==> config.mk <==
export PLATFORM = sky130hd
export DESIGN_NAME = spr_dma_ctrl_flat
export DESIGN_NICKNAME = d
export VERILOG_FILES = /design/src/rtl/spr_dma_ctrl_if.sv /design/src/rtl/spr_dma_ctrl.sv /design/src/flat_wrapper.sv
export SDC_FILE = /design/constraint.sdc
export NUM_CORES = 1
export LEC_CHECK = 0
export CAP_MARGIN = 20
export CORE_MARGIN = 8
export CORE_UTILIZATION = 51
export DETAILED_ROUTE_END_ITERATION = 7
export PLACE_DENSITY = 0.85
export RECOVER_POWER = 50
export SETUP_SLACK_MARGIN = 0.3
export SLEW_MARGIN = 10
export SYNTH_ARGS = -nofsm -noshare
export SYNTH_HDL_FRONTEND = slang
export SYNTH_SLANG_ARGS = --single-unit
==> constraint.sdc <==
create_clock -name i_clk -period 6.6 [get_ports i_clk]
set_input_delay 0.99 -clock i_clk [delete_from_list [all_inputs] [get_ports i_clk]]
set_output_delay 0.99 -clock i_clk [all_outputs]
set_load 0.02 [all_outputs]
==> src/rtl/spr_dma_ctrl_if.sv <==
// rtl/spr_dma_ctrl_if.sv - Snooped arbiter bus plus sprite-master port of the OAM DMA engine
// master = DMA engine side, slave = arbiter side.
interface spr_dma_ctrl_if;
  logic [15:0] i_bus_addr;
  logic [7:0]  i_bus_wdata;
  logic        i_bus_wn;
  logic        o_spr_req;
  logic        i_spr_gnt;
  logic [15:0] o_spr_addr;
  logic        o_spr_wn;
  logic [7:0]  o_spr_wdata;
  logic [7:0]  i_spr_rdata;
  logic        o_busy;

  modport master (
    input  i_bus_addr, i_bus_wdata, i_bus_wn, i_spr_gnt, i_spr_rdata,
    output o_spr_req, o_spr_addr, o_spr_wn, o_spr_wdata, o_busy
  );

  modport slave (
    output i_bus_addr, i_bus_wdata, i_bus_wn, i_spr_gnt, i_spr_rdata,
    input  o_spr_req, o_spr_addr, o_spr_wn, o_spr_wdata, o_busy
  );
endinterface

==> src/rtl/spr_dma_ctrl.sv <==
// rtl/spr_dma_ctrl.sv - Sprite OAM DMA: snoops a $4014 write, copies one CPU page into $2004
// Define SPR_DMA_ALIGN_EN to add the odd-cycle ALIGN state driven by a free-running parity bit.
module spr_dma_ctrl #(
  parameter logic [15:0] DMA_REG_ADDR  = 16'h4014,
  parameter logic [15:0] OAM_DATA_ADDR = 16'h2004,
  parameter int unsigned XFER_LEN      = 256
) (
  input  logic           i_clk,
  input  logic           i_rst,
  spr_dma_ctrl_if.master bus
);

`ifdef SPR_DMA_ALIGN_EN
  typedef enum logic [2:0] {S_IDLE, S_REQ, S_ALIGN, S_READ, S_WRITE, S_DONE} state_e;
`else
  typedef enum logic [2:0] {S_IDLE, S_REQ, S_READ, S_WRITE, S_DONE} state_e;
`endif

  localparam logic [7:0] LAST_IDX = 8'(XFER_LEN - 1);

  state_e      state_q;
  logic [7:0]  index_q;
  logic [7:0]  page_q;
  logic [7:0]  wdata_q;
  logic [15:0] addr_q;
  logic        req_q;
  logic        wn_q;
  logic        busy_q;
  logic        trigger_d;
  logic [7:0]  index_d;
`ifdef SPR_DMA_ALIGN_EN
  logic        parity_q;
`endif

  assign trigger_d = !bus.i_bus_wn && (bus.i_bus_addr == DMA_REG_ADDR);
  assign index_d   = index_q + 8'd1;

  // Outputs are registered: each transition loads the values for the state being entered.
  always_ff @(posedge i_clk) begin
    if (i_rst) begin
      state_q  <= S_IDLE;
      index_q  <= 8'h00;
      page_q   <= 8'h00;
      wdata_q  <= 8'h00;
      addr_q   <= 16'h0000;
      req_q    <= 1'b0;
      wn_q     <= 1'b1;
      busy_q   <= 1'b0;
`ifdef SPR_DMA_ALIGN_EN
      parity_q <= 1'b0;
`endif
    end else begin
`ifdef SPR_DMA_ALIGN_EN
      parity_q <= ~parity_q;
`endif
      case (state_q)
        S_IDLE: begin
          if (trigger_d) begin
            page_q  <= bus.i_bus_wdata;
            index_q <= 8'h00;
            req_q   <= 1'b1;
            wn_q    <= 1'b1;
            busy_q  <= 1'b1;
            state_q <= S_REQ;
          end
        end
        S_REQ: begin
          if (bus.i_spr_gnt) begin
`ifdef SPR_DMA_ALIGN_EN
            if (parity_q) begin
              state_q <= S_ALIGN;
            end else begin
              addr_q  <= {page_q, index_q};
              state_q <= S_READ;
            end
`else
            addr_q  <= {page_q, index_q};
            state_q <= S_READ;
`endif
          end
        end
`ifdef SPR_DMA_ALIGN_EN
        S_ALIGN: begin
          if (bus.i_spr_gnt) begin
            addr_q  <= {page_q, index_q};
            state_q <= S_READ;
          end
        end
`endif
        S_READ: begin
          if (bus.i_spr_gnt) begin
            wdata_q <= bus.i_spr_rdata;
            addr_q  <= OAM_DATA_ADDR;
            wn_q    <= 1'b0;
            state_q <= S_WRITE;
          end
        end
        S_WRITE: begin
          if (bus.i_spr_gnt) begin
            index_q <= index_d;
            wn_q    <= 1'b1;
            if (index_q == LAST_IDX) begin
              req_q   <= 1'b0;
              busy_q  <= 1'b0;
              state_q <= S_DONE;
            end else begin
              addr_q  <= {page_q, index_d};
              state_q <= S_READ;
            end
          end
        end
        S_DONE: begin
          state_q <= S_IDLE;
        end
        default: begin
          state_q <= S_IDLE;
        end
      endcase
    end
  end

  assign bus.o_spr_req   = req_q;
  assign bus.o_spr_addr  = addr_q;
  assign bus.o_spr_wn    = wn_q;
  assign bus.o_spr_wdata = wdata_q;
  assign bus.o_busy      = busy_q;

endmodule

==> src/flat_wrapper.sv <==
// flat-port wrapper written by rule: the top's interface ports become plain ports
module spr_dma_ctrl_flat 
#(
  parameter logic [15:0] DMA_REG_ADDR  = 16'h4014,
  parameter logic [15:0] OAM_DATA_ADDR = 16'h2004,
  parameter int unsigned XFER_LEN      = 256
)
  (i_clk, i_rst, bus_i_bus_addr, bus_i_bus_wdata, bus_i_bus_wn, bus_i_spr_gnt, bus_i_spr_rdata, bus_o_spr_req, bus_o_spr_addr, bus_o_spr_wn, bus_o_spr_wdata, bus_o_busy);
  spr_dma_ctrl_if bus_i ();
  input  logic i_clk;
  input  logic i_rst;
  input wire logic [$bits(bus_i.i_bus_addr)-1:0] bus_i_bus_addr;
  input wire logic [$bits(bus_i.i_bus_wdata)-1:0] bus_i_bus_wdata;
  input wire logic [$bits(bus_i.i_bus_wn)-1:0] bus_i_bus_wn;
  input wire logic [$bits(bus_i.i_spr_gnt)-1:0] bus_i_spr_gnt;
  input wire logic [$bits(bus_i.i_spr_rdata)-1:0] bus_i_spr_rdata;
  output wire logic [$bits(bus_i.o_spr_req)-1:0] bus_o_spr_req;
  output wire logic [$bits(bus_i.o_spr_addr)-1:0] bus_o_spr_addr;
  output wire logic [$bits(bus_i.o_spr_wn)-1:0] bus_o_spr_wn;
  output wire logic [$bits(bus_i.o_spr_wdata)-1:0] bus_o_spr_wdata;
  output wire logic [$bits(bus_i.o_busy)-1:0] bus_o_busy;
  assign bus_i.i_bus_addr = bus_i_bus_addr;
  assign bus_i.i_bus_wdata = bus_i_bus_wdata;
  assign bus_i.i_bus_wn = bus_i_bus_wn;
  assign bus_i.i_spr_gnt = bus_i_spr_gnt;
  assign bus_i.i_spr_rdata = bus_i_spr_rdata;
  assign bus_o_spr_req = bus_i.o_spr_req;
  assign bus_o_spr_addr = bus_i.o_spr_addr;
  assign bus_o_spr_wn = bus_i.o_spr_wn;
  assign bus_o_spr_wdata = bus_i.o_spr_wdata;
  assign bus_o_busy = bus_i.o_busy;
  spr_dma_ctrl #(.DMA_REG_ADDR(DMA_REG_ADDR), .OAM_DATA_ADDR(OAM_DATA_ADDR), .XFER_LEN(XFER_LEN)) u_core (.i_clk(i_clk), .i_rst(i_rst), .bus(bus_i));
endmodule
# == After elaboration in Yosys (flattened, before gate mapping) ==
# Cells that the tools add are included.
# word_totals
regBits,45
# op_classes
addsub,1
reduce_logical,13
mux,21
n_eq_ne,11
# ops
cell,n
2-to-1 mux 16 bit,4
case mux 16 bit (3 select lines),1
"equality test 16 x 15 -> 1 bit, second input constant",1
2-to-1 mux 8 bit,2
case mux 8 bit (2 select lines),1
2-to-1 mux 3 bit,5
case mux 3 bit (4 select lines),1
AND reduction 4 bit,3
"adder 8 x 1 -> 8 bit, second input constant",1
"equality test 8 bit, second input constant",1
"!= test 2 bit, second input constant",4
"equality test 3 x 2 -> 1 bit, second input constant",2
nonzero test 3 bit,2
2-to-1 mux 1 bit,5
AND reduction 5 bit,1
"!= test 2 x 1 -> 1 bit, second input constant",2
AND reduction 2 bit,2
"equality test 3 x 1 -> 1 bit, second input constant",1
zero test 3 bit,1
case mux 1 bit (3 select lines),1
AND reduction 3 bit,1
case mux 1 bit (2 select lines),1
nonzero test 2 bit,1
logical AND 1 bit,1
zero test 1 bit,1

# == Logic depth before layout (Yosys ltp) ==
# depth
ltp_word,4
depth_mapped,7
mapped_depth_nobuf,5

# == Least setup slack after synthesis ==
# OpenSTA, ideal clock, no wires.
# synth_path
path_type,input to register
start,input bus_i_bus_addr[6]
end,register u_core.state_q[0]
path_stages,5
setup_slack_ps,3787
setup_time_ps,100
path_buffers,1
t_arrival_ps,2714
cell_sequence,or4_1 -> or4b_4 -> buf_6 -> o31a_1 -> a2111oi_4
# synth_between
elab_chain_cells,4
# synth_rtl
element,line_no,rtl
"start, declared",flat_wrapper.sv:12,input wire logic [$bits(bus_i.i_bus_addr)-1:0] bus_i_bus_addr;
equality test 16 x 15 -> 1 bit,spr_dma_ctrl.sv:35,assign trigger_d = !bus.i_bus_wn && (bus.i_bus_addr == DMA_REG_ADDR);
logical AND 1 bit,spr_dma_ctrl.sv:35,
!= test 2 x 1 -> 1 bit (no line),-,
AND reduction 4 bit (no line),-,
"end signal, assigned",spr_dma_ctrl.sv:41,state_q <= S_IDLE;
"end signal, assigned",spr_dma_ctrl.sv:64,state_q <= S_REQ;
"end signal, assigned",spr_dma_ctrl.sv:78,state_q <= S_READ;
"end, declared",spr_dma_ctrl.sv:21,state_e state_q;
# No other way between the ends.
# A chain may end at the register's enable or synchronous reset.

# == Worst setup path in the final report ==
# layout_path
start,input bus_i_bus_addr[6]
end,register u_core.index_q[3]
# layout_between
elab_chain_cells,4
# layout_rtl
element,line_no,rtl
equality test 16 x 15 -> 1 bit,spr_dma_ctrl.sv:35,
logical AND 1 bit,spr_dma_ctrl.sv:35,
!= test 2 x 1 -> 1 bit (no line),-,
AND reduction 3 bit (no line),-,
"end signal, assigned",spr_dma_ctrl.sv:100,index_q <= index_d;
"end, declared",spr_dma_ctrl.sv:22,logic [7:0] index_q;
# No other way between the ends.

==> flow_summary.ini <==
[placed_design]
hpwl_mm = 4.23
gp_congestion = 0.888
io_buffers = 62
dpl_cell_area_um2 = 2760

[layout]
fillers = 328
final_area_um2 = 2850
diodes = 0
layout-drive-gt1-share = 0.0498
final_nets = 357
mostFrequentLayoutCells = 45 x dfxtp_1, 38 x a21oi_1, 37 x nand2_1
final_common_cell = dfxtp_1
syn2layout_area_growth_pct = 31.9
regArea_um2 = 901
multi_input_area_um2 = 1130

[critical_path]
crit_path_end_kind = flip-flop
path_class = input pin to flip-flop
r2r_setup_slack_ns = 4.23
worstPathRequired_ns = 6.76
critPathArrivalTime_ns = 3.42
reg2reg_depth = 4
rr_startpoint = u_core.state_q[0]
cp-startpoint = bus_i_bus_addr[6]
r2r_end = u_core.index_q[6]
crit_fanout = 10
startpoint_type = input pin

[route]
drt_iter0_drc = 290
final_antenna_net_count = 0
wire_per_inst_um = 15.8
top_layer = met4
viasPerCell = 5.99
vias = 2223
dr_wl_met2_mm = 2.59
dr.pass1.iters = 5
drc = 0
m1WireLength_mm = 2.65
drt-total-wl_mm = 5.86
route.met3.wl_um = 533

[timing]
period_needed_ns = 3.26
finClkSkew_ns = 0.00512
fin_crit_sh = 0.494
tightest_slew_ns = 0.879
relSlewSlack = 0.409
finalHoldViolations = 0
setup_viol = 0
finalSetupTns_ns = 0
max_freq_mhz = 307
slew_viol_final = 0
rsz0062_at_grt = no

[cts]
cts.hold.buffers_added = 0
clockRootBuffer = clkbuf_8
clk_latency_ns = 0.30
path_clk_slew_ns = 0.09
ctsResizeCount = 0
tritoncts = done
cts_buffer_depth = 2
htree_levels = 2
post_cts_buffers = 0
cts_made_buffers = 5
cts_sinks = 45

[synthesis]
netlist_instances = 273
synth_fp_nets = 310
yosys-top-cells-area = dfxtp_1 42%, a21oi_1 8.8%, nand2_1 6.4%
ys.flop_type = dfxtp_1
synth-seq-area-share = 0.417
synth_largest_area_cell = dfxtp_1
synth-edff-count = 0
synth_cell_type_count = 45
async_flop_share = 0
synth_top_area_frac = 0.417
avgSynthCellArea_um2 = 7.92
syn_area_um2 = 2160
ys_ff_latch = 45
synth_warnings = 0

[pwr]
p_sw_w = 0.000105
p_int_w = 0.000365
ir_drop_v = 0.000111
pwr-share-comb = 0.061
powerDensity_nw_per_um2 = 165
sw_frac_of_total = 0.224
clkPwrFrac = 0.363
p_seq_frac = 0.576
p_leak_nw = 0.948
finalPower_w = 0.000471

[hold_path]
min_delay_worst_endpoint = u_core.bus.o_spr_wdata[4]
worstHoldPathCells = 2
min_from = u_core.bus.o_spr_wdata[4]
hp-class = flip-flop to flip-flop

[die]
initial_utilization = 0.536
die_w_um = 81.1
row_count = 23
dieArea_um2 = 6580
coreArea_um2 = 4030
pin_count = 63
fp.dieH_um = 81.1

[flow_run]
max_cap_viol_count = 0

[global_route]
grt_overflow = 0
grt_pass1_wl_mm = 9.47
antenna_found_initial = 0
grt_usage = 0.178
grt_pass1_vias = 2027
grt_max_degree = 45

[run_status]
status = complete, no violations
==> power by group through the flow <==
stage           logic [W]  registers [W]  clock network, W
2_1_floorplan  0.00000724       0.000278                 0
3_3_place_gp    0.0000291       0.000278                 0
3_5_place_dp    0.0000293       0.000278                 0
4_1_cts         0.0000294       0.000271          0.000174
5_1_grt         0.0000307       0.000271          0.000188
6_report        0.0000288       0.000271          0.000171
==> worst max path at each step <==
stage          depth (start not counted)  slack, ns           endpoint
2_1_floorplan                          5       3.79  u_core.state_q[0]
3_3_place_gp                           5       3.28  u_core.index_q[3]
3_5_place_dp                           5       3.26  u_core.index_q[3]
4_1_cts                                5       3.57  u_core.index_q[3]
5_1_grt                                5       3.18  u_core.index_q[3]
6_report                               5       3.34  u_core.index_q[3]
==> Yosys cell counts (2+ instances only) <==
library cell,n
inv_1,4
or4_1,3
nand4_1,16
nand3_1,7
a21oi_1,38
o2111ai_1,2
a311oi_1,10
a31oi_1,4
buf_1,2
and2_1,2
nand2b_1,2
a22oi_1,2
a211oi_1,2
o31a_1,2
nor3_1,9
and4b_1,2
dfxtp_1,45
nor2_1,11
o21ai_0,23
nand2_1,37
nor4_1,5
clkbuf_1,22
==> critical path: stages <==
cell,delay [ns]
dlygate4sd3_1,0.53
or4_1,0.53
or4b_1,0.67
o21ai_1,0.52
a311oi_1,0.17
==> routing by layer <==
layer  up-vias  global-route usage
li1       1111                   -
met1       995               0.235
met2       108               0.276
met3         9              0.0430
met4         0              0.0643
met5         -                   0
==> per-stage QoR <==
| step | setup WS, ns | std cells | hold WS [ns] | util |
|---|---|---|---|---|
| after floorplan | 3.79 | 273 | 0.447 | - |
| after global placement | 3.28 | 362 | 0.441 | 0.684 |
| after detailed placement | 3.26 | 362 | 0.447 | 0.684 |
| after CTS | 3.57 | 370 | 0.459 | 0.707 |
| after global routing | 3.18 | 371 | 0.479 | 0.707 |
| final | 3.34 | 371 | 0.456 | 0.707 |
==> state kept, by name, summed over array words and instances (netlist names) <==
register	cells
u_core.bus.o_spr_req	1
u_core.bus.o_spr_wn	1
u_core.page_q	8
u_core.index_q	8
u_core.bus.o_spr_wdata	8
u_core.bus.o_spr_addr	16
u_core.state_q	3
==> cell families (layout without fill, tap and decap cells) <==
family,count (synthesis),after routing,synth area share
AOI/OAI and AO/OA,92,92,0.265
buffers and inverters,30,78,0.0573
adders and majority gates,1,1,0.00579
DFF,45,45,0.417
and+or+nand+nor,105,105,0.255
==> layout make-up <==
class | instances | area share
multi-input cells | 198 | 0.397
flip-flops and latches | 45 | 0.316
repair buffers | 66 | 0.227
clock buffers | 5 | 0.0241
well taps | 50 | 0.0219
clock inverters | 3 | 0.00790
inverters | 4 | 0.00527
No activity file was read; power rests on OpenSTA's default activity.
